==> src/rtl/rram_pkg.sv <==
`default_nettype none
// ============================================================================
//  Module      : rram_pkg
//  Description : Shared types and constants for the RRAM ring-cell read
//                controller (FSM state encoding, counter default width,
//                synchronizer depth).
//  Revision    : 1.0  initial release
// ============================================================================
package rram_pkg;

    localparam int CNT_W_DEFAULT = 16;
    localparam int SYNC_STAGES   = 2;

    typedef enum logic [2:0] {
        IDLE      = 3'd0,
        DISCHARGE = 3'd1,
        POWER     = 3'd2,
        SYNC      = 3'd3,
        SAMP1     = 3'd4,
        SAMP2     = 3'd5,
        FINISH    = 3'd6
    } state_e;

endpackage
`default_nettype wire

==> src/rtl/rram_sync.sv <==
`default_nettype none
// ============================================================================
//  Module      : rram_sync
//  Description : WIDTH-bit multi-flop synchronizer bringing the asynchronous
//                ring outputs into the clk domain. Nothing but flops.
//  Revision    : 1.0  initial release
// ============================================================================
module rram_sync
    import rram_pkg::*;
#(
    parameter int WIDTH = 64
) (
    input  logic             clk,
    input  logic             rst_n,
    input  logic [WIDTH-1:0] async_i,
    output logic [WIDTH-1:0] sync_o
);

    logic [WIDTH-1:0] stage_q [SYNC_STAGES];

    // First stage captures the raw (possibly metastable) input
    always_ff @(posedge clk or negedge rst_n) begin
        if (!rst_n) begin
            stage_q[0] <= '0;
        end else begin
            stage_q[0] <= async_i;
        end
    end

    generate
        for (genvar s = 1; s < SYNC_STAGES; s++) begin : g_stage
            // Each further stage resolves metastability of the previous one
            always_ff @(posedge clk or negedge rst_n) begin
                if (!rst_n) begin
                    stage_q[s] <= '0;
                end else begin
                    stage_q[s] <= stage_q[s-1];
                end
            end
        end
    endgenerate

    assign sync_o = stage_q[SYNC_STAGES-1];

endmodule
`default_nettype wire

==> src/rtl/rram_ctrl.sv <==
`default_nettype none
// ============================================================================
//  Module      : rram_ctrl
//  Description : Power-up / read sequencer for an array of ring-oscillator
//                RRAM cells. Discharges the array, powers the masked cells,
//                flushes the synchronizer, takes two samples and reports the
//                first sample plus a per-cell "still oscillating" flag.
//  Revision    : 1.0  initial release
// ============================================================================
module rram_ctrl
    import rram_pkg::*;
#(
    parameter int CELLS = 64,
    parameter int CNT_W = CNT_W_DEFAULT
) (
    input  logic             clk,
    input  logic             rst_n,
    input  logic             start,
    input  logic [CNT_W-1:0] off_cycles,
    input  logic [CNT_W-1:0] on_cycles,
    input  logic [CELLS-1:0] cell_mask,
    output logic [CELLS-1:0] en,
    input  logic [CELLS-1:0] cell_out,
    output logic             busy,
    output logic             done,
    output logic [CELLS-1:0] data,
    output logic [CELLS-1:0] unstable
);

    state_e           state_q, state_d;
    logic [CNT_W-1:0] cnt_q, cnt_d;
    logic [CNT_W-1:0] on_q, on_d;
    logic [CELLS-1:0] mask_q, mask_d;
    logic [CELLS-1:0] samp1_q, samp1_d;
    logic [CELLS-1:0] unst_q, unst_d;
    logic [CELLS-1:0] data_q, data_d;
    logic [CELLS-1:0] unstable_q, unstable_d;
    logic [CELLS-1:0] en_q, en_d;
    logic             busy_q, busy_d;
    logic             done_q, done_d;
    logic [CELLS-1:0] sync_w;
    logic [CELLS-1:0] masked_w;

    rram_sync #(
        .WIDTH (CELLS)
    ) u_sync (
        .clk     (clk),
        .rst_n   (rst_n),
        .async_i (cell_out),
        .sync_o  (sync_w)
    );

    assign masked_w = sync_w & mask_q;

    // Next-state, counter and capture logic; en is derived from the next
    // state so the registered enable switches cleanly on state boundaries
    always_comb begin
        state_d    = state_q;
        cnt_d      = cnt_q;
        on_d       = on_q;
        mask_d     = mask_q;
        samp1_d    = samp1_q;
        unst_d     = unst_q;
        data_d     = data_q;
        unstable_d = unstable_q;
        busy_d     = busy_q;
        done_d     = 1'b0;
        en_d       = '0;

        case (state_q)
            IDLE: begin
                // A start landing on the done cycle belongs to the run that
                // just ended and is dropped
                if (start && !done_q) begin
                    state_d = DISCHARGE;
                    cnt_d   = off_cycles;
                    on_d    = on_cycles;
                    mask_d  = cell_mask;
                    busy_d  = 1'b1;
                end
            end
            DISCHARGE: begin
                if (cnt_q == '0) begin
                    state_d = POWER;
                    cnt_d   = on_q;
                end else begin
                    cnt_d = cnt_q - CNT_W'(1);
                end
            end
            POWER: begin
                if (cnt_q == '0) begin
                    state_d = SYNC;
                    cnt_d   = CNT_W'(SYNC_STAGES - 1);
                end else begin
                    cnt_d = cnt_q - CNT_W'(1);
                end
            end
            SYNC: begin
                if (cnt_q == '0) begin
                    state_d = SAMP1;
                end else begin
                    cnt_d = cnt_q - CNT_W'(1);
                end
            end
            SAMP1: begin
                samp1_d = masked_w;
                state_d = SAMP2;
            end
            SAMP2: begin
                unst_d  = samp1_q ^ masked_w;
                state_d = FINISH;
            end
            FINISH: begin
                data_d     = samp1_q;
                unstable_d = unst_q;
                done_d     = 1'b1;
                busy_d     = 1'b0;
                state_d    = IDLE;
            end
            default: begin
                state_d = IDLE;
                busy_d  = 1'b0;
            end
        endcase

        case (state_d)
            POWER, SYNC, SAMP1, SAMP2: en_d = mask_d;
            default:                   en_d = '0;
        endcase
    end

    // State and datapath registers; reset drops en immediately
    always_ff @(posedge clk or negedge rst_n) begin
        if (!rst_n) begin
            state_q    <= IDLE;
            cnt_q      <= '0;
            on_q       <= '0;
            mask_q     <= '0;
            samp1_q    <= '0;
            unst_q     <= '0;
            data_q     <= '0;
            unstable_q <= '0;
            en_q       <= '0;
            busy_q     <= 1'b0;
            done_q     <= 1'b0;
        end else begin
            state_q    <= state_d;
            cnt_q      <= cnt_d;
            on_q       <= on_d;
            mask_q     <= mask_d;
            samp1_q    <= samp1_d;
            unst_q     <= unst_d;
            data_q     <= data_d;
            unstable_q <= unstable_d;
            en_q       <= en_d;
            busy_q     <= busy_d;
            done_q     <= done_d;
        end
    end

    assign en       = en_q;
    assign busy     = busy_q;
    assign done     = done_q;
    assign data     = data_q;
    assign unstable = unstable_q;

endmodule
`default_nettype wire

==> config.mk <==
export PLATFORM = sky130hd
export DESIGN_NAME = rram_ctrl
export DESIGN_NICKNAME = d
export VERILOG_FILES = /design/src/rtl/rram_pkg.sv /design/src/rtl/rram_sync.sv /design/src/rtl/rram_ctrl.sv
export SDC_FILE = /design/constraint.sdc
export NUM_CORES = 1
export LEC_CHECK = 0
export BUFFER_PORTS_ARGS = -buffer_cell sky130_fd_sc_hd__buf_2
export CAP_MARGIN = 0
export CORE_UTILIZATION = 50
export DETAILED_ROUTE_END_ITERATION = 16
export HOLD_SLACK_MARGIN = 0.12
export PLACE_DENSITY = 0.8
export SLEW_MARGIN = 20
export SYNTH_ARGS = -nofsm -noshare
export SYNTH_HDL_FRONTEND = slang
export SYNTH_SLANG_ARGS = --single-unit
==> constraint.sdc <==
create_clock -name clk -period 5.2 [get_ports clk]
set_clock_uncertainty 0.2 [all_clocks]
set_input_delay 1.04 -clock clk [delete_from_list [all_inputs] [get_ports clk]]
set_output_delay 1.04 -clock clk [all_outputs]
set_load 0.01 [all_outputs]
### Yosys cells after proc, flatten, opt, wreduce, memory -nomap -nowiden

Cells that the tools add are included.

* divide/modulo/power cells: 0
* $add $sub $neg: 1
* multiply operators: 0
* bitwise operators: 3
* $lt $le $gt $ge: 0
* eq/ne operators: 12
* multiplexer cells: 16
* reductions and logical operators: 10
* shift-type cells: 0

Operators with widths (number)
* 2-to-1 mux 64 bit: 3
* bitwise AND 64 bit: 1
* 2-to-1 mux 16 bit: 4
* case mux 16 bit (4 select lines): 1
* bitwise XOR 64 bit: 1
* case mux 3 bit (6 select lines): 1
* logical NOT 16 bit: 1
* subtractor 16 x 1 -> 16 bit (second input constant): 1
* equality test 3 bit (second input constant): 5
* equality test 3 x 2 -> 1 bit (second input constant): 4
* 2-to-1 mux 3 bit: 4
* OR reduction 5 bit: 1
* inequality test 2 bit (second input constant): 2
* AND reduction 2 bit: 2
* nonzero test 4 bit: 1
* OR reduction 4 bit: 1
* equality test 3 x 1 -> 1 bit (second input constant): 1
* logical NOT 3 bit: 1
* AND reduction 3 bit: 1
* 2-to-1 mux 1 bit: 2
* case mux 1 bit (2 select lines): 1
* logical AND 1 bit: 1
* logical NOT 1 bit: 1
* NOT 1 bit: 1

* memories kept: 0
* latch bits: 0
* input bits: 163
* memory bits (read-only): 0
* word-level logic and storage cells: 55
* RAM bits: 0
* register bits after elaboration: 549

### Logic depth before layout (Yosys ltp)

Gate-level depths: netlist of the first run.

* word-level depth: 7
* mapped depth: 9

### Hierarchy

From an unflattened synthesis of the first run, not the netlist that was laid out.

* cell total of the unflattened synthesis: 1772
* area, all modules: 20199.4 um2

Modules (own cells, without submodules)
* rram_ctrl: times used 1, area each 16515.8 um2, cells each 1580
* rram_sync: times used 1, area each 3683.5 um2, cells each 192

### Worst setup path after synthesis of the first run

No wires, ideal clock.

* kind: in2reg
* start point: input start
* end point: register en_q[10] (netlist: en[10])
* data required time: 4.881 ns
* stages on the path: 5
* arrival: 2.192 ns
* setup slack: 2.689 ns
* buffers on the path: 1
* path through: nand2b_1 -> nor4_4 -> buf_2 -> mux2_2 -> and2_1

* elaborated cells between the ends (all ways): 11

RTL lines
* start, declared: line rram_ctrl.sv:18 `input logic start,`
* logical AND 1 bit: line rram_ctrl.sv:74 `if (start && !done_q) begin`
* 2-to-1 mux 64 bit: line rram_ctrl.sv:74
* 2-to-1 mux 64 bit: line rram_ctrl.sv:70 `case (state_q)`
* via mask_d[10]: line rram_ctrl.sv:33 `logic [CELLS-1:0] mask_q, mask_d;`
* 2-to-1 mux 64 bit: line rram_ctrl.sv:126 `case (state_d)`
* via en_d[10]: line rram_ctrl.sv:38 `logic [CELLS-1:0] en_q, en_d;`
* end signal, assigned: line rram_ctrl.sv:155 `en_q <= en_d;`
* end, declared: line rram_ctrl.sv:38

The timed path passes the listed nets, and every way through them passes these cells.
A chain may end at the register's enable or synchronous reset.

### Worst setup path after layout of the first run

* start point: register cnt_q[0]
* end point: register en_q[25] (netlist: en[25])

* cells in the longest elaborated chain, start to end: 6
* elaborated cells between the ends (all ways): 11

RTL lines
* start, declared: line rram_ctrl.sv:31 `logic [CNT_W-1:0] cnt_q, cnt_d;`
* start signal, assigned: line rram_ctrl.sv:148 `cnt_q <= cnt_d;`
* logical NOT 16 bit *: line rram_ctrl.sv:83, rram_ctrl.sv:91, rram_ctrl.sv:99
* 2-to-1 mux 3 bit (on tied branches): line rram_ctrl.sv:99, rram_ctrl.sv:83, rram_ctrl.sv:91
* case mux 3 bit (6 select lines) *: line rram_ctrl.sv:70
* equality test 3 x 2 -> 1 bit / equality test 3 bit (equally long branches): line rram_ctrl.sv:126
* OR reduction 4 bit *: line rram_ctrl.sv:126
* 2-to-1 mux 64 bit *: line rram_ctrl.sv:126
* via en_d[25]: line rram_ctrl.sv:38

Mark *: on every way through the listed nets, which the timed path passes. The rest lies on a longest branch.

==> implementation parameters, run 1 <==
Parameter                              Value

Clocking
  Deepest level of the CTS H-tree ... 2
  Setup fix buffers added after clock tree synthesis ... 0
  Buffer depth of the longest clock path ... 3
  Worst-path clk slew ... 70 ps
  CTS tree ... yes
  Number of sinks handled by clock tree synthesis ... approximately 550
  Clk Latency, worst-skew pair ... 600 ps
  Number of buffers created by CTS ... 54
  CTS Root Cell ... clkbuf_16
  Count of cells resized by post-cts repair ... 0
  Quantity of hold-fixing buffers added after cts ... 0

STA
  Crit share post-route ... 0.638
  Slew margin rel. ... 0.307
  Final worst setup slack ... 1880 ps
  Max-slew violation count ... 0
  Setup violation total in the final timing report ... 0
  Minimum clock period ... 3320 ps
  RSZ-0062 raised after global routing ... false
  Hold Violations, Final ... 0
  Final Hold Slack ... 145 ps
  FMAX ... 301 MHz
  Worst slew pin tran ... about 1000 ps
  Final total negative setup slack ... 0 ps

Run
  Max Cap Violations ... 0

Yosys
  Synthesized-area fraction occupied by and/or/nand/nor cells ... 0.152
  Share of flip-flops with an asynchronous set or reset after synthesis ... 1.00
  Cell with the most instances after synthesis ... nand2_1
  Multiplexer fraction of the synthesized cell area ... 0.0401
  Cell count after synthesis ... ~1700
  Post-Synthesis Mean Instance Area ... 11.4 um^2
  Syn Nets ... 1906
  Combinational family with the most area after synthesis ... simple AND/OR/NAND/NOR gates
  Number of distinct library cell variants in the gate-level netlist after synthesis ... 61
  Share of the synthesized area in compound gates (AO/OA/AOI/OAI) ... 0.0626
  Warnings from Yosys ... 0
  Most frequent cells after synthesis ... nand2_1 (604), dfrtp_1 (549), o21ai_0 (169)
  Post-synth design cell area ... 19900 um^2
  Top cells by area, synth ... dfrtp_1 (69%), nand2_1 (11%), o21ai_0 (4.2%)
  Post-synth top flop ... dfrtp_1
  Synthesized-area fraction occupied by xor and xnor cells ... 0.0303
  Synth Register Bits ... ~550
  Library cell occupying the most area in the post-synthesis netlist ... dfrtp_1
  Portion of synthesized cell area occupied by the leading cell type ... 0.690
  Area share of fa/ha/maj cells after synthesis ... 0.00176
  Sequential fraction of the synthesis area ... 0.690
  Number of flops mapped to enable cells by yosys ... 0

Setup path
  Setup crit start kind ... flop
  Start point of the critical path ... cnt_q[0]
  Capture point of the worst reg-to-reg path ... en[25]
  Startpoint of the most critical register-to-register path ... cnt_q[0]
  Kind of capture point of the worst setup path ... flop
  Number of cells on the worst reg-to-reg path ... 8
  Largest fanout on the critical path ... 38
  Arrival time of the worst setup path ... 3630 ps
  WS Path Type ... flop to flop
  CP Data Required Time ... 5510 ps
  Internal reg-to-reg setup slack ... 1880 ps

Power
  Final Total Pwr ... between 10 and 15 mW
  Static power due to leakage ... 12.6 nW
  PD cells ... 417 nW/um^2
  Maximum ir drop on the vdd rail ... 297 uV

Routing
  Number of nets with antenna violations after routing ... 0
  Post-DR wirelength/cell ... 17.9 um
  Vias per inst ... 5.11
  Via Count ... 13514
  Routed Wire Length ... approximately 47 mm
  Iter 0 DRT Violations ... 866
  DRT Pass-1 Iters ... 5
  DRC violations left ... 0

Placed design
  Post-place instance area ... approximately 22000 um^2
  HPWL Detailed ... 30.9 mm
  Weighted congestion at the end of routability-driven global placement ... 0.893
  # port buffers ... 356
  Worst setup timing slack at the placement stage ... 1930 ps
  Placed cell count ... approximately 2500

Cells and area
  Fill cell count ... between 2000 and 3000
  Number of standard cells in the final layout excluding fillers ... 2644
  Post-route cell area ... 24100 um^2
  Post-layout util ... 0.618
  Fraction of final layout cells sized beyond drive strength 1 ... 0.259
  Final layout net count ... 2242
  Synthesis-to-finish area growth ... 21.1%

Min path
  Hold Path Stages ... 0
  Classification of the worst-slack hold path ... flop to flop
  Hold path endpoint ... u_sync.sync_o[17]
  Worst Min Path Start ... u_sync.stage_q[81]

Floorplanning
  Die footprint ... approximately 40000 um^2
  Overall die height ... 202 um
  Standard-cell row count ... 72
  Floorplan core area ... 39000 um^2
  Initial core utilization ... 0.511
  Boundary pin count ... 357
  Die extent in x ... 202 um

Global routing
  Global router's overall resource usage ... 0.239
  Number of antenna violations at the first check in global routing ... 5
  Pin count of the biggest net entering global routing ... 120
  GRT Residual Overflow ... 0
  Global-route wire length before repair ... roughly 76 mm
  Via count of the first global-routing pass ... 13979

Status
  Run status ... completed
routing by layer:
metal / routed length (um) / global-route usage
met5: 0 / 0
met4: 1680 / 0.107
met3: 2600 / 0.0444
met2: 23100 / 0.388
met1: 20000 / 0.314
flip-flops by register name (all words and copies together), names as in the netlist:
register / cells
data: 64
en: 64
mask_q: 64
samp1_q: 64
u_sync.stage_q: 64
u_sync.sync_o: 64
unst_q: 64
unstable: 64
cnt_q: 16
on_q: 16
state_q: 3
busy: 1
done: 1
cells in the final DEF, fill, tap and decap left out, types with 3 or more instances in the layout:
| cell type | instances |
|---|---|
| o21ai_0 | 169 |
| dfrtp_1 | 549 |
| nor3_1 | 6 |
| and2_1 | 66 |
| buf_12 | 6 |
| xor2_1 | 68 |
| clkbuf_1 | 7 |
| clkbuf_8 | 15 |
| or3_1 | 5 |
| nand2_1 | 602 |
| clkinv_2 | 8 |
| nor4_1 | 5 |
| nor4_4 | 3 |
| nand4_1 | 3 |
| nor2_1 | 13 |
| clkbuf_16 | 55 |
| inv_1 | 15 |
| diode_2 | 5 |
| buf_4 | 8 |
| a21oi_1 | 11 |
| buf_2 | 355 |
| mux2_2 | 70 |
| o31ai_1 | 5 |
| a221oi_1 | 8 |
| bufinv_16 | 7 |
| and4_1 | 3 |
layout make-up:
class	instances	area [um^2]	share of cell area
flip-flops and latches	549	13700	0.570
multi-input cells	1085	5730	0.238
repair buffers	370	1970	0.0818
clock buffers	77	1610	0.0667
well taps	518	648	0.0269
clock inverters	23	333	0.0138
inverters	17	66.3	0.00275
diodes	5	12.5	0.000519
critical path, stage by stage, from the launching register on:
cell and delay (ps):
dfrtp_1 410, inv_1 110, ha_1 180, nor4b_1 310, and4_1 490, a21oi_1 170, o21ai_4 630, buf_4 510
and2_1 200
power breakdown:
part	leakage (nW)	internal [mW]	switching (mW)
Combinational	4.47	0.439	0.533
Clock	0.956	2.51	1.66
Sequential	7.16	4.65	0.262
worst max-delay path by stage:
stage              endpoint  cells past startpoint
2_1_floorplan        en[10]                      5
3_5_place_dp         en[20]                      8
3_3_place_gp   unstable[23]                      6
5_1_grt              en[25]                      8
4_1_cts              en[25]                      8
6_report             en[25]                      8
logic make-up (layout without fill, tap and decap cells):
kind of cell	Yosys count	count (layout)
compound gates	221	221
xor+xnor	69	69
fa+ha+maj	3	3
buf+inv	107	487
flops	549	549
mux	71	71
other cells	0	5
simple gates	721	721
No activity file was read; power rests on OpenSTA's default activity.
==> run 2, diff against run 1 <==
Clock period 5.2 ns to 3.14 ns, I/O delays scaled along.
==> implementation parameters, run 2 (synthesized netlist as in run 1, its figures left out) <==
Parameter                              Value

Floorplanning
  Boundary pin count ... 357
  Die extent in x ... 202 um
  Initial core utilization ... 0.511
  Floorplan core area ... just under 40000 um^2
  Overall die height ... between 200 and 250 um
  Die footprint ... 40600 um^2
  Standard-cell row count ... 72

Setup path
  Largest fanout on the critical path ... 18
  Biggest cell delay along the critical path ... 750 ps
  Cell breakdown of the critical path ... inv_1 -> ha_1 -> nor4b_1 -> nand4_1 -> o21ai_2 -> a21oi_1 -> a31oi_1
  CP top delay family ... compound AO/OA/AOI/OAI gates
  Buffers & Inverters on Critical Path ... 1
  Standard cell with the maximum stage delay on the critical path ... o21ai_2
  Kind of capture point of the worst setup path ... flop
  WS Path Type ... flop to flop
  Arrival time of the worst setup path ... 3000 ps
  Setup crit start kind ... flop
  CP Data Required Time ... 3460 ps

STA
  Worst slew pin tran ... slightly above 800 ps
  Final total negative setup slack ... 0 ps
  Setup violation total in the final timing report ... 0
  Max-slew violation count ... 0
  FMAX ... 373 MHz
  Minimum clock period ... 2680 ps
  Slew margin rel. ... 0.450
  Crit share post-route ... 0.853
  RSZ-0062 raised after global routing ... false
  Hold Violations, Final ... 0

Routing
  Number of nets with antenna violations after routing ... 0
  DRT Pass-1 Iters ... 7
  Vias per inst ... 5.26
  Via Count ... 14770
  Iter 0 DRT Violations ... 930
  Routed Wire Length ... about 54 mm
  DRC violations left ... 0
  Post-DR wirelength/cell ... 19.4 um

Clocking
  Number of buffers created by CTS ... 55
  Count of cells resized by post-cts repair ... 0
  Clk Latency, worst-skew pair ... 610 ps
  Deepest level of the CTS H-tree ... 2
  Buffer depth of the longest clock path ... 3
  CTS tree ... yes
  Worst-path clk slew ... 60 ps
  CTS Root Cell ... clkbuf_16
  Number of sinks handled by clock tree synthesis ... about 550

Global routing
  Pin count of the biggest net entering global routing ... 92
  Global router's overall resource usage ... 0.273
  Global-route wire length before repair ... 86.3 mm
  Via count of the first global-routing pass ... 15860
  GRT Residual Overflow ... 0
  Number of antenna violations at the first check in global routing ... 4

Cells and area
  Synthesis-to-finish area growth ... 29.3%
  Fraction of final layout cells sized beyond drive strength 1 ... 0.247
  Leading cell types in the layout, fill and taps excluded ... nand2_1 (602), dfrtp_1 (549), buf_2 (355)
  Fill cell count ... 2716
  Commonest non-fill, non-tap cell in the layout ... nand2_1
  Final layout net count ... 2405
  Post-layout util ... 0.660

Power
  PD cells ... 652 nW/um^2
  Maximum ir drop on the vdd rail ... ~520 uV
  Sw Share ... 0.254
  Internal power consumption ... about 13 mW
  Part of the total power dissipated in the clock network ... 0.405
  Part of the total power dissipated in sequential elements ... 0.487
  Proportion of power drawn by combinational gates ... 0.107
  Net switching component of the power ... 4.27 mW
  Static power due to leakage ... 13.3 nW

Placed design
  # port buffers ... between 300 and 400
  HPWL Detailed ... between 30 and 40 mm
  Weighted congestion at the end of routability-driven global placement ... roughly 0.9

Status
  Run status ... completed

Min path
  Classification of the worst-slack hold path ... flop to flop

Run
  Max Cap Violations ... 0
==> run 2: power by group through the flow <==
stage	Combinational, mW	Sequential [mW]	Clock (mW)
2_1_floorplan	1.11	8.08	0
3_3_place_gp	1.52	8.24	0
3_5_place_dp	1.60	8.28	0
4_1_cts	1.77	8.16	6.87
5_1_grt	1.99	8.24	7.19
6_report	1.80	8.18	6.81
==> run 2: cell type report <==
class	count	area, um^2	share of cell area
sequential	549	13700	0.534
multi-input combinational	1085	5730	0.223
timing repair buffer	532	3650	0.142
clock buffer	75	1540	0.0599
tap	518	648	0.0252
clock inverter	28	352	0.0137
inverter	17	66.3	0.00258
antenna	4	10.0	0.000389
==> run 2: what timing repair did <==
action	CTS	global route
setup buffers	0	0
hold buffers	145	0
endpoints found under the hold margin	210	0
==> run 2: final timing paths <==
check / start / endpoint / slack (ps) / cells past startpoint
setup / recovery: cnt_q[0] / cnt_q[15] / 460 / 7
hold / removal: u_sync.stage_q[127] / u_sync.sync_o[63] / 140 / 0
setup reg to reg: cnt_q[0] / cnt_q[15] / 460 / 7
hold reg to reg: u_sync.stage_q[127] / u_sync.sync_o[63] / 140 / 0
max in group asynchronous: rst_n / en[56] / 1410 / 3
min in group asynchronous: rst_n / samp1_q[20] / 480 / 2
==> run 2: stage by stage <==
| step | cells | cell area, um^2 | total power [mW] | hold WS (ps) | setup slack, ps |
|---|---|---|---|---|---|
| 2_1_floorplan | 1741 | 19900 | 9.19 | 131 | 912 |
| 3_3_place_gp | 2556 | 22400 | 9.76 | 132 | 599 |
| 3_5_place_dp | 2556 | 22400 | 9.88 | 135 | 516 |
| 4_1_cts | 2804 | 25700 | 16.8 | 125 | 495 |
| 5_1_grt | 2808 | 25700 | 17.4 | 151 | 269 |
| 6_report | 2808 | 25700 | 16.8 | 145 | 461 |
==> run 2: metal layers <==
metal	GRT usage	wire, um	vias to the layer above	part of all wire
li1	-	-	6642	-
met1	0.329	21000	7342	0.39
met2	0.463	27200	603	0.50
met3	0.0502	3380	183	0.062
met4	0.152	2880	0	0.053
met5	0	0	-	0
